## src/rtl/div_sched.sv

```systemverilog
// ---------------------------------------------------------------------------
// div_sched -- shared iterative divide controller for the two issue lanes.
//
// Arbitrates DIV/DIVU requests from FU lanes 0/1 (lane 0 has fixed priority),
// runs one radix-2 restoring divider (one quotient bit per cycle), requests a
// pipeline stall while work is outstanding and returns quotient/remainder
// with the destination tag of the served request.
//
// Ports:
//   i_clk, i_rst_n      clock, synchronous active-low reset
//   i_flash             pipeline flush; aborts any operation
//   i_req_valid[1:0]    lane i has a divide op pending (held until served)
//   i_req_signed[1:0]   1 = DIV (signed), 0 = DIVU
//   i_req_num1/num2     dividend / divisor per lane
//   i_req_dst           destination tag per lane
//   o_grant[1:0]        one-hot, combinational: lane accepted this cycle
//   o_busy              controller not idle
//   o_stall_req         freeze issue/ex
//   o_done              one-cycle result-valid pulse
//   o_result_lane/_lo/_hi/_dst   lane, quotient, remainder, tag of last result
//   o_stall_cycles      stall_req-high cycle counter (DIV_SCHED_PERF_EN only,
//                       otherwise constant 0)
//
// Build option: define DIV_SCHED_PERF_EN to include the stall cycle counter.
// ---------------------------------------------------------------------------
module div_sched #(
    parameter int unsigned DATA_W = 32,
    parameter int unsigned CNT_W  = 6
) (
    input  logic                   i_clk,
    input  logic                   i_rst_n,
    input  logic                   i_flash,
    input  logic [1:0]             i_req_valid,
    input  logic [1:0]             i_req_signed,
    input  logic [1:0][DATA_W-1:0] i_req_num1,
    input  logic [1:0][DATA_W-1:0] i_req_num2,
    input  logic [1:0][4:0]        i_req_dst,
    output logic [1:0]             o_grant,
    output logic                   o_busy,
    output logic                   o_stall_req,
    output logic                   o_done,
    output logic                   o_result_lane,
    output logic [DATA_W-1:0]      o_result_lo,
    output logic [DATA_W-1:0]      o_result_hi,
    output logic [4:0]             o_result_dst,
    output logic [31:0]            o_stall_cycles
);

    localparam logic [CNT_W-1:0] LAST_CNT = CNT_W'(DATA_W - 1);

    typedef enum logic [1:0] {
        S_IDLE = 2'd0,
        S_CALC = 2'd1,
        S_FIX  = 2'd2,
        S_DONE = 2'd3
    } state_t;

    state_t              r_state;
    state_t              w_state_nxt;
    logic [1:0]          r_served;
    logic [1:0]          w_served_nxt;
    logic [CNT_W-1:0]    r_cnt;

    logic [DATA_W-1:0]   r_quo;
    logic [DATA_W-1:0]   r_rem;
    logic [DATA_W-1:0]   r_div;
    logic                r_signed;
    logic                r_s1;
    logic                r_s2;
    logic                r_dz;
    logic [4:0]          r_dst;
    logic                r_lane;

    // Arbitration: pending = valid and not already served, lane 0 first.
    logic [1:0]          w_pend;
    logic                w_lane;
    logic                w_take;
    logic [DATA_W-1:0]   w_num1;
    logic [DATA_W-1:0]   w_num2;
    logic                w_neg1;
    logic                w_neg2;
    logic [DATA_W-1:0]   w_abs1;
    logic [DATA_W-1:0]   w_abs2;
    logic                w_dz;

    assign w_pend = i_req_valid & ~r_served;
    assign w_lane = ~w_pend[0];
    assign w_take = (r_state == S_IDLE) && (w_pend != 2'b00) && !i_flash;

    assign w_num1 = i_req_num1[w_lane];
    assign w_num2 = i_req_num2[w_lane];
    assign w_neg1 = i_req_signed[w_lane] & w_num1[DATA_W-1];
    assign w_neg2 = i_req_signed[w_lane] & w_num2[DATA_W-1];
    assign w_abs1 = w_neg1 ? (~w_num1 + DATA_W'(1)) : w_num1;
    assign w_abs2 = w_neg2 ? (~w_num2 + DATA_W'(1)) : w_num2;
    assign w_dz   = (w_num2 == '0);

    // Restoring step: the shifted partial remainder is DATA_W+1 bits wide;
    // its top bit set means the subtraction cannot borrow.
    logic [DATA_W:0]     w_rem_sh;
    logic [DATA_W-1:0]   w_diff;
    logic                w_borrow;
    logic                w_no_borrow;
    logic [DATA_W-1:0]   w_rem_nxt;

    assign w_rem_sh                = {r_rem, r_quo[DATA_W-1]};
    assign {w_borrow, w_diff}      = {1'b0, w_rem_sh[DATA_W-1:0]} - {1'b0, r_div};
    assign w_no_borrow             = w_rem_sh[DATA_W] | ~w_borrow;
    assign w_rem_nxt               = w_no_borrow ? w_diff : w_rem_sh[DATA_W-1:0];

    // Sign fix-up; divide-by-zero results are returned raw.
    logic [DATA_W-1:0]   w_fix_lo;
    logic [DATA_W-1:0]   w_fix_hi;

    assign w_fix_lo = (r_signed && (r_s1 ^ r_s2) && !r_dz) ? (~r_quo + DATA_W'(1)) : r_quo;
    assign w_fix_hi = (r_signed && r_s1 && !r_dz)          ? (~r_rem + DATA_W'(1)) : r_rem;

    // Served flags: cleared when upstream drops the request or on flash.
    always_comb begin
        w_served_nxt = r_served & i_req_valid;
        if (w_take) begin
            w_served_nxt[w_lane] = 1'b1;
        end
        if (i_flash) begin
            w_served_nxt = 2'b00;
        end
    end

    // FSM state register.
    always_ff @(posedge i_clk) begin
        if (!i_rst_n) begin
            r_state <= S_IDLE;
        end else begin
            r_state <= w_state_nxt;
        end
    end

    // FSM next-state logic.
    always_comb begin
        w_state_nxt = r_state;
        if (i_flash) begin
            w_state_nxt = S_IDLE;
        end else begin
            case (r_state)
                S_IDLE: begin
                    if (w_take) begin
                        w_state_nxt = w_dz ? S_FIX : S_CALC;
                    end
                end
                S_CALC: begin
                    if (r_cnt == LAST_CNT) begin
                        w_state_nxt = S_FIX;
                    end
                end
                S_FIX:   w_state_nxt = S_DONE;
                S_DONE:  w_state_nxt = S_IDLE;
                default: w_state_nxt = S_IDLE;
            endcase
        end
    end

    // FSM outputs.
    always_comb begin
        o_grant     = 2'b00;
        o_busy      = 1'b0;
        o_stall_req = 1'b0;
        o_done      = 1'b0;
        if (w_take) begin
            o_grant = w_lane ? 2'b10 : 2'b01;
        end
        o_busy      = (r_state != S_IDLE);
        o_stall_req = (r_state == S_CALC) || (r_state == S_FIX) ||
                      ((w_pend != 2'b00) && (r_state != S_DONE));
        o_done      = (r_state == S_DONE) && !i_flash;
    end

    // Operand capture, iteration datapath and result registers.
    always_ff @(posedge i_clk) begin
        if (!i_rst_n) begin
            r_served      <= 2'b00;
            r_cnt         <= '0;
            r_quo         <= '0;
            r_rem         <= '0;
            r_div         <= '0;
            r_signed      <= 1'b0;
            r_s1          <= 1'b0;
            r_s2          <= 1'b0;
            r_dz          <= 1'b0;
            r_dst         <= 5'd0;
            r_lane        <= 1'b0;
            o_result_lane <= 1'b0;
            o_result_lo   <= '0;
            o_result_hi   <= '0;
            o_result_dst  <= 5'd0;
        end else begin
            r_served <= w_served_nxt;

            if (i_flash || w_take) begin
                r_cnt <= '0;
            end else if (r_state == S_CALC) begin
                r_cnt <= r_cnt + CNT_W'(1);
            end

            if (w_take) begin
                r_quo    <= w_dz ? '1 : w_abs1;
                r_rem    <= w_dz ? w_num1 : '0;
                r_div    <= w_abs2;
                r_signed <= i_req_signed[w_lane];
                r_s1     <= w_neg1;
                r_s2     <= w_neg2;
                r_dz     <= w_dz;
                r_dst    <= i_req_dst[w_lane];
                r_lane   <= w_lane;
            end else if ((r_state == S_CALC) && !i_flash) begin
                r_rem <= w_rem_nxt;
                r_quo <= {r_quo[DATA_W-2:0], w_no_borrow};
            end

            if ((r_state == S_FIX) && !i_flash) begin
                o_result_lo   <= w_fix_lo;
                o_result_hi   <= w_fix_hi;
                o_result_dst  <= r_dst;
                o_result_lane <= r_lane;
            end
        end
    end

`ifdef DIV_SCHED_PERF_EN
    // Free-running stall cycle counter; only reset clears it.
    logic [31:0] r_stall_cycles;

    always_ff @(posedge i_clk) begin
        if (!i_rst_n) begin
            r_stall_cycles <= 32'd0;
        end else if (o_stall_req) begin
            r_stall_cycles <= r_stall_cycles + 32'd1;
        end
    end

    assign o_stall_cycles = r_stall_cycles;
`else
    assign o_stall_cycles = 32'd0;
`endif

endmodule

```

## config.mk

```make
export PLATFORM = sky130hd
export DESIGN_NAME = div_sched
export DESIGN_NICKNAME = d
export VERILOG_FILES = /design/src/rtl/div_sched.sv
export SDC_FILE = /design/constraint.sdc
export NUM_CORES = 1
export LEC_CHECK = 0
export ABC_AREA = 1
export CAP_MARGIN = 30
export CELL_PAD_IN_SITES_DETAIL_PLACEMENT = 1
export CELL_PAD_IN_SITES_GLOBAL_PLACEMENT = 1
export CORE_ASPECT_RATIO = 0.7
export CORE_MARGIN = 2
export CORE_UTILIZATION = 45
export DETAILED_ROUTE_END_ITERATION = 7
export DONT_BUFFER_PORTS = 1
export GPL_TIMING_DRIVEN = 0
export PLACE_DENSITY = 0.92
export SETUP_SLACK_MARGIN = 0.15
export SLEW_MARGIN = 5
export SYNTH_ARGS = -nofsm -noshare
export SYNTH_HDL_FRONTEND = slang
export SYNTH_SLANG_ARGS = --single-unit
export TNS_END_PERCENT = 1
```

## constraint.sdc

```tcl
create_clock -name i_clk -period 3.45 [get_ports i_clk]
set_input_delay 0.69 -clock i_clk [delete_from_list [all_inputs] [get_ports i_clk]]
set_output_delay 0.69 -clock i_clk [all_outputs]
set_load 0.02 [all_outputs]
```

==> Word-level counts from Yosys, hierarchy flattened <==
Cells that the tools add are included.
{ "totals": {"ff_bits": 186, "in_bits": 145, "word_cells": 98} }
{ "classes": {"add_sub_neg": 6, "order_cmp": 2, "eq_ne": 7, "mux": 28, "n_bitwise": 15, "n_reduce_logical": 24} }
{ "op_table": {"columns": ["op", "count"], "rows": [
  ["2-to-1 mux 32 bit", 15],
  ["adder 32 x 1 -> 32 bit (second input constant)", 4],
  ["NOT 32 bit", 4],
  ["subtractor 32 x 32 -> 33 bit", 1],
  ["logical NOT 32 bit", 1],
  ["2-to-1 mux 2 bit", 6],
  ["logical AND 1 bit", 11],
  ["2-to-1 mux 5 bit", 2],
  ["case mux 2 bit (4 select lines)", 1],
  ["adder 6 x 1 -> 6 bit (second input constant)", 1],
  ["== test 6 x 5 -> 1 bit (second input constant)", 1],
  ["!= test 2 bit (second input constant)", 3],
  ["nonzero test 2 bit", 3],
  ["AND 2 bit", 2],
  ["== test 2 bit (second input constant)", 2],
  ["OR reduction 2 bit", 2],
  ["logical OR 1 bit", 3],
  ["2-to-1 mux 1 bit", 3],
  ["NOT 1 bit", 3],
  ["AND 1 bit", 2],
  ["== test 2 x 1 -> 1 bit (second input constant)", 1],
  ["logical NOT 1 bit", 2],
  ["logical NOT 2 bit", 1],
  ["< comparator 1 x 2 -> 1 bit (second input constant)", 1],
  ["other kinds (7)", 7]
]} }

==> Logic depth before layout (Yosys ltp) <==
{ "depth": {"ltp_word": 10, "ltp_mapped": 19} }

==> Worst setup path after synthesis <==
Ideal clock, no wire load.
{ "synth_timing": {"path_kind": "input to output", "startpoint": "input port i_req_valid[0]", "endpoint": "output port o_grant[0]", "arrival_time_ns": 2.096, "t_required_ns": 2.760, "slack_ns": 0.664, "path_stages": 11, "cell_sequence": "nand2_4 buf_6 buf_6 o21ai_1 inv_2 nor2_1 inv_2 nor2_2 inv_2 buf_2 nor2_2"} }
{ "synth_via": {"elab_chain_len": 5, "word_cells_on_any_way": 6, "cone_classes": "mux: 2; bitwise: 1; reduce/logical: 3"} }
{ "synth_rtl": {"columns": ["item", "line", "text"], "rows": [
  ["start: declaration", "33", "input logic [1:0] i_req_valid,"],
  ["AND 2 bit *", "86", "assign w_pend = i_req_valid & ~r_served;"],
  ["nonzero test 2 bit", "88", "assign w_take = (r_state == S_IDLE) && (w_pend != 2'b00) && !i_flash;"],
  ["logical AND 1 bit (2 in a row)", "88", null],
  ["2-to-1 mux 2 bit *", "168", "if (w_take) begin"],
  ["end: declaration", "38", "output logic [1:0] o_grant,"]
]} }
Mark *: on every way between the ends. The rest lies on a longest branch, timed or not.

==> Final worst setup path <==
{ "layout_timing": {"startpoint": "register r_served[0]", "endpoint": "register r_quo[25]"} }
{ "layout_via": {"elab_chain_len": 9, "word_cells_on_any_way": 19, "cone_classes": "add/sub: 1; mux: 9; bitwise: 4; reduce/logical: 5"} }
{ "layout_rtl": {"columns": ["item", "line", "text"], "rows": [
  ["start: declaration", "60", "logic [1:0] r_served;"],
  ["start signal: assignment", "196", "r_served <= w_served_nxt;"],
  ["NOT 2 bit *", "86", null],
  ["AND 2 bit *", "86", null],
  ["2-to-1 mux 32 bit (not written as such) (2 in a row)", "90", "assign w_num1 = i_req_num1[w_lane];"],
  ["NOT 32 bit", "94", "assign w_abs1 = w_neg1 ? (~w_num1 + DATA_W'(1)) : w_num1;"],
  ["adder 32 x 1 -> 32 bit", "94", null],
  ["2-to-1 mux 32 bit", "94", null],
  ["2-to-1 mux 32 bit", "205", "r_quo <= w_dz ? '1 : w_abs1;"],
  ["2-to-1 mux 32 bit", "204", "if (w_take) begin"],
  ["end signal: assignment", "205", null],
  ["end signal: assignment", "216", "r_quo <= {r_quo[DATA_W-2:0], w_no_borrow};"],
  ["end: declaration", "64", "logic [DATA_W-1:0] r_quo;"]
]} }
Mark *: on every way between the ends. The rest lies on a longest branch, timed or not. The select of a mux whose other input is x is not followed.
A chain may end at the register's enable or synchronous reset.

==> results.rst <==
.. list-table::
   :header-rows: 1

   * - Metric
     - Value
   * - Outcome
     - completed
   * - Total power
     - 0.00896 W
   * - Worst setup path class
     - register to register
   * - Average via count per standard cell
     - 5.83
   * - Routed length per placed instance
     - 22.8 um
   * - Fin Clk Skew
     - 8.40 ps
   * - WHS Path Cells
     - 2
   * - Area of the die
     - 33700 sq um
   * - Number of slew-limit violations in the final report
     - 0
   * - Reg2reg setup slack
     - 220 ps
   * - Headroom to the max-slew limit
     - 33.8%
   * - Relative contribution of combinational cells to total power
     - 44.8%
   * - Cts bufs inserted
     - 17
   * - Leakage power
     - 7.91 nW
   * - Critical path cell sequence
     - inv_2, nand2_4, buf_6, buf_6, buf_6, o21ai_0, nand2_1, nor2_1, nand2_1, nand2_1, nand3_1, a21oi_1, nand3_1, nand2_1, a21oi_1
   * - Number of buffers between clock root and the deepest sink
     - 2
   * - Worst reg2reg path endpoint
     - r_quo[25]
   * - Delay of the slowest critical-path stage
     - 760 ps
   * - Number of sinks on the clock net
     - 186
   * - First-pass iteration count of the detailed router
     - 7
   * - Total Negative Setup Slacks
     - 0 ps
   * - Antenna Violating Nets Remaining
     - 0
   * - Hold EP
     - r_dst[3]
   * - Number of design rule violations left after detail routing
     - 0
   * - Die Ht
     - 154 um
   * - Main combinational cell family by area after synthesis
     - simple AND/OR/NAND/NOR gates
   * - Main area contributors after synthesis
     - sky130_fd_sc_hd__dfxtp_1 26%, sky130_fd_sc_hd__nand2_1 16%, sky130_fd_sc_hd__inv_1 9.1%
   * - Hold Buf Count CTS
     - 0
   * - Cell count of the worst reg-to-reg path
     - 15
   * - Clock-pin slew on the worst setup and hold paths
     - 80 ps
   * - Core Footprint
     - 31400 sq um
   * - Starting utilization of the core area
     - 46.1%
   * - Number of H-tree levels
     - 4
   * - CP delay by family, top
     - simple AND/OR/NAND/NOR gates
   * - Net switching share of the total power
     - 46.3%
   * - Post-detail-place hpwl
     - 53800 um
   * - Maximum fanout along the worst path
     - 10
   * - Total gr overflow
     - 0
   * - Final period utilization
     - 93.6%
   * - Setup repair after global routing missed its margin
     - yes
   * - Antenna violations before repair
     - 1
   * - Initial DRC Count
     - 1798
   * - Count of port buffers added during placement
     - 0
   * - Ys async rst share
     - 0%
   * - Launch instance of the worst min-delay path
     - i_req_dst[3]
   * - Num ports
     - 252
   * - Adder and majority cell fraction of the synthesized area
     - 3.77%
   * - Number of hold violations in the final report
     - 0
   * - Time the worst path needs with I/O delays and setup
     - 3230 ps
   * - Worst path buffer plus inverter count
     - 4
   * - Average size of a mapped cell
     - 6.00 sq um
   * - Xor and xnor fraction of the mapped netlist area
     - 5.02%
   * - Count of maximum capacitance violations
     - 0
   * - Post-layout nets
     - 2660
   * - Reported net switching power
     - 0.00415 W
   * - Critical path data arrival time
     - 3560 ps
   * - Number of cells on the critical path
     - 15
   * - Compound-Gate Fraction of Synth Area
     - 19.9%
   * - Leading area contributor after synthesis
     - sky130_fd_sc_hd__dfxtp_1
   * - Path type of the worst min-delay path
     - primary input to register
   * - Flop and latch count out of synthesis
     - 186
   * - Number of global-route vias before repair
     - 16.7k
   * - Part of the total power dissipated in sequential elements
     - 30.3%
   * - Clk_lat worst skew
     - 460 ps
   * - Data required time of the worst path
     - 3780 ps
   * - Via count
     - 17.0k
   * - Layout cells sized above 1
     - 6.44%
   * - Cell-internal power
     - 0.00481 W
   * - Relative area change from synthesis to final layout
     - 9.73%
   * - Area share of the largest cell type after synthesis
     - 25.7%
   * - Proportion of synthesized area in mux cells
     - 0.0691%
   * - Transition time at the pin with the least slew margin
     - 983 ps
   * - Maximum number of pins on one net before global-route repair
     - 17
   * - Number of warnings reported in the yosys synthesis log
     - 0
   * - Predominant post-synthesis flop cell
     - sky130_fd_sc_hd__dfxtp_1
   * - Power per cell area
     - 563 nW/um^2
   * - Routability congestion estimate from global placement
     - 0.988
   * - Critical path capture point type
     - register
   * - Unique cell type count in the Yosys netlist
     - 53
   * - Combined area of all synthesized cells
     - 14500 sq um
   * - Crit path top cell by count
     - sky130_fd_sc_hd__nand2_1
   * - Simple-gate share of the synthesized area
     - 31.2%
   * - GRT Overall Usage
     - 39.0%
   * - Worst r2r src
     - r_served[0]
   * - Wire length of the first global-routing pass
     - 99400 um
   * - Slowest CP cell
     - sky130_fd_sc_hd__o21ai_0
   * - Worst-case hold slack
     - 384 ps
   * - Peak supply drop
     - 0.272 mV
   * - Cells after Synth
     - 2416
   * - Final setup fails
     - 0
   * - Die extent in x
     - 218 um
   * - Standard-cell row count
     - 54
   * - Timing-limited maximum frequency
     - 0.310 GHz
   * - Clock group share of total power
     - 24.9%
   * - TritonCTS clock tree
     - yes
   * - Sequential fraction of the synthesis area
     - 25.7%
   * - Clock Tree Root
     - sky130_fd_sc_hd__clkbuf_16
   * - Wire length reported by the detailed router
     - 66300 um
   * - Number of flops mapped to enable cells by yosys
     - 0
   * - CP Launch Type
     - register
==> worst register-to-register path, cell delays in order, from the launching register on <==
cell and delay, ps:
sky130_fd_sc_hd__dfxtp_1 350, sky130_fd_sc_hd__inv_2 110, sky130_fd_sc_hd__nand2_4 90, sky130_fd_sc_hd__buf_6 150, sky130_fd_sc_hd__buf_6 150, sky130_fd_sc_hd__buf_6 140, sky130_fd_sc_hd__o21ai_0 760, sky130_fd_sc_hd__nand2_1 180
sky130_fd_sc_hd__nor2_1 310, sky130_fd_sc_hd__nand2_1 130, sky130_fd_sc_hd__nand2_1 120, sky130_fd_sc_hd__nand3_1 80, sky130_fd_sc_hd__a21oi_1 140, sky130_fd_sc_hd__nand3_1 190, sky130_fd_sc_hd__nand2_1 130, sky130_fd_sc_hd__a21oi_1 70
==> how the worst max path moves through the flow <==
stage                   start         end  slack [ps]
6_report          r_served[0]   r_quo[25]         220
4_1_cts           r_served[0]  o_grant[0]         150
3_5_place_dp        r_quo[31]    r_rem[7]        -350
3_3_place_gp        r_quo[31]    r_rem[7]        -230
2_1_floorplan  i_req_valid[0]  o_grant[0]         660
5_1_grt              r_div[5]   r_rem[27]         100
==> power by group through the flow <==
stage / combinational (W) / sequential [W] / clock (W)
after floorplan: 0.00267 / 0.00260 / 0
after global placement: 0.00368 / 0.00273 / 0
after detailed placement: 0.00380 / 0.00274 / 0
after CTS: 0.00388 / 0.00270 / 0.00221
after global routing: 0.00440 / 0.00272 / 0.00230
final: 0.00401 / 0.00271 / 0.00223
==> layer usage <==
metal / vias up / share of wire [%] / global-route usage, %
met3: 99 / 9.5 / 7.93
met5: - / 0 / 0
met4: 0 / 2.3 / 11.4
li1: 7771 / - / -
met1: 8256 / 45 / 54.7
met2: 824 / 43 / 60.1
==> logic make-up after synthesis <==
| group | count (synthesis) |
|---|---|
| simple gates | 1092 |
| other cells | 1 |
| flops | 186 |
| mux | 1 |
| buf+inv | 489 |
| compound gates | 521 |
| fa+ha+maj | 43 |
| xor+xnor | 83 |
==> stage by stage <==
step           std cells  setup slack [ps]  area (sq um)  util [%]
2_1_floorplan       2447               664         14600         -
4_1_cts             2902               146         15800      50.4
3_5_place_dp        2867              -350         15100      48.2
3_3_place_gp        2867              -227         15100      48.2
6_report            2905               222         15900      50.6
5_1_grt             2904              96.6         15900      50.6
==> layout make-up <==
cell class,instances,area [sq um]
diodes,1,2.50
plain buffers,129,739
clock buffers,19,433
clock inverters,12,189
fillers,4486,15500
inverters,360,1360
multi-input cells,1772,8870
flip-flops and latches,186,3730
well taps,420,526
repair buffers,6,57.6
==> synthesized netlist by cell type, types with 4 or more instances <==
| cell type | count |
|---|---|
| sky130_fd_sc_hd__o221ai_1 | 18 |
| sky130_fd_sc_hd__o31ai_1 | 8 |
| sky130_fd_sc_hd__ha_1 | 42 |
| sky130_fd_sc_hd__dfxtp_1 | 186 |
| sky130_fd_sc_hd__clkbuf_1 | 58 |
| sky130_fd_sc_hd__nand4_1 | 23 |
| sky130_fd_sc_hd__nor2_4 | 6 |
| sky130_fd_sc_hd__o21a_1 | 4 |
| sky130_fd_sc_hd__nand2_1 | 603 |
| sky130_fd_sc_hd__o211ai_1 | 27 |
| sky130_fd_sc_hd__a31oi_1 | 22 |
| sky130_fd_sc_hd__inv_2 | 8 |
| sky130_fd_sc_hd__o21ai_0 | 217 |
| sky130_fd_sc_hd__inv_1 | 352 |
| sky130_fd_sc_hd__o21bai_1 | 8 |
| sky130_fd_sc_hd__nor2_1 | 289 |
| sky130_fd_sc_hd__nor2_2 | 8 |
| sky130_fd_sc_hd__a21o_1 | 4 |
| sky130_fd_sc_hd__o21ai_1 | 33 |
| sky130_fd_sc_hd__xnor2_1 | 29 |
| sky130_fd_sc_hd__and2_1 | 4 |
| sky130_fd_sc_hd__buf_2 | 23 |
| sky130_fd_sc_hd__buf_4 | 34 |
| sky130_fd_sc_hd__nor3_1 | 29 |
| sky130_fd_sc_hd__or2_2 | 6 |
| sky130_fd_sc_hd__xor2_1 | 54 |
| sky130_fd_sc_hd__nand3_1 | 105 |
| sky130_fd_sc_hd__o21ai_2 | 7 |
| sky130_fd_sc_hd__a21oi_1 | 163 |
| sky130_fd_sc_hd__buf_6 | 11 |
==> cells in the final DEF, fill, tap and decap left out, drive strengths merged, types with 3 or more instances in the layout <==
cell type	synthesis	routed
and2	5	5
o21bai	8	8
clkbuf	58	77
bufinv	0	4
nand2	606	606
buf	71	77
o211ai	27	27
a21oi	163	163
xor2	54	54
ha	42	42
nor2	304	304
inv	360	364
o21a	4	4
a31oi	22	22
or2	7	7
nand3	108	108
nand3b	3	3
conb	1	32
o21ai	257	257
a21o	4	4
nor4	3	3
o31ai	8	8
nor3	30	30
dfxtp	186	186
nand4	23	23
xnor2	29	29
o221ai	18	18
clkinvlp	0	3
==> state kept, by name (all words and copies together), names as in the netlist <==
register and flops:
o_result_dst 5, r_quo 32, r_div 32, o_result_lane 1, r_served 2, o_result_hi 32
r_signed 1, r_lane 1, o_result_lo 32, r_rem 32, r_dst 5, r_state 2
r_cnt 6, r_s1 1, r_s2 1, r_dz 1
==> what timing repair did <==
action / 4_1_cts / 5_1_grt
resized for setup: 14 / 12
buffers inserted: 4 / 1
endpoints found under the hold margin: 0 / 0
pin swaps: 2 / 3
setup endpoints to repair: 47 / 42
Note: power is estimated with default switching activity, not from simulation.
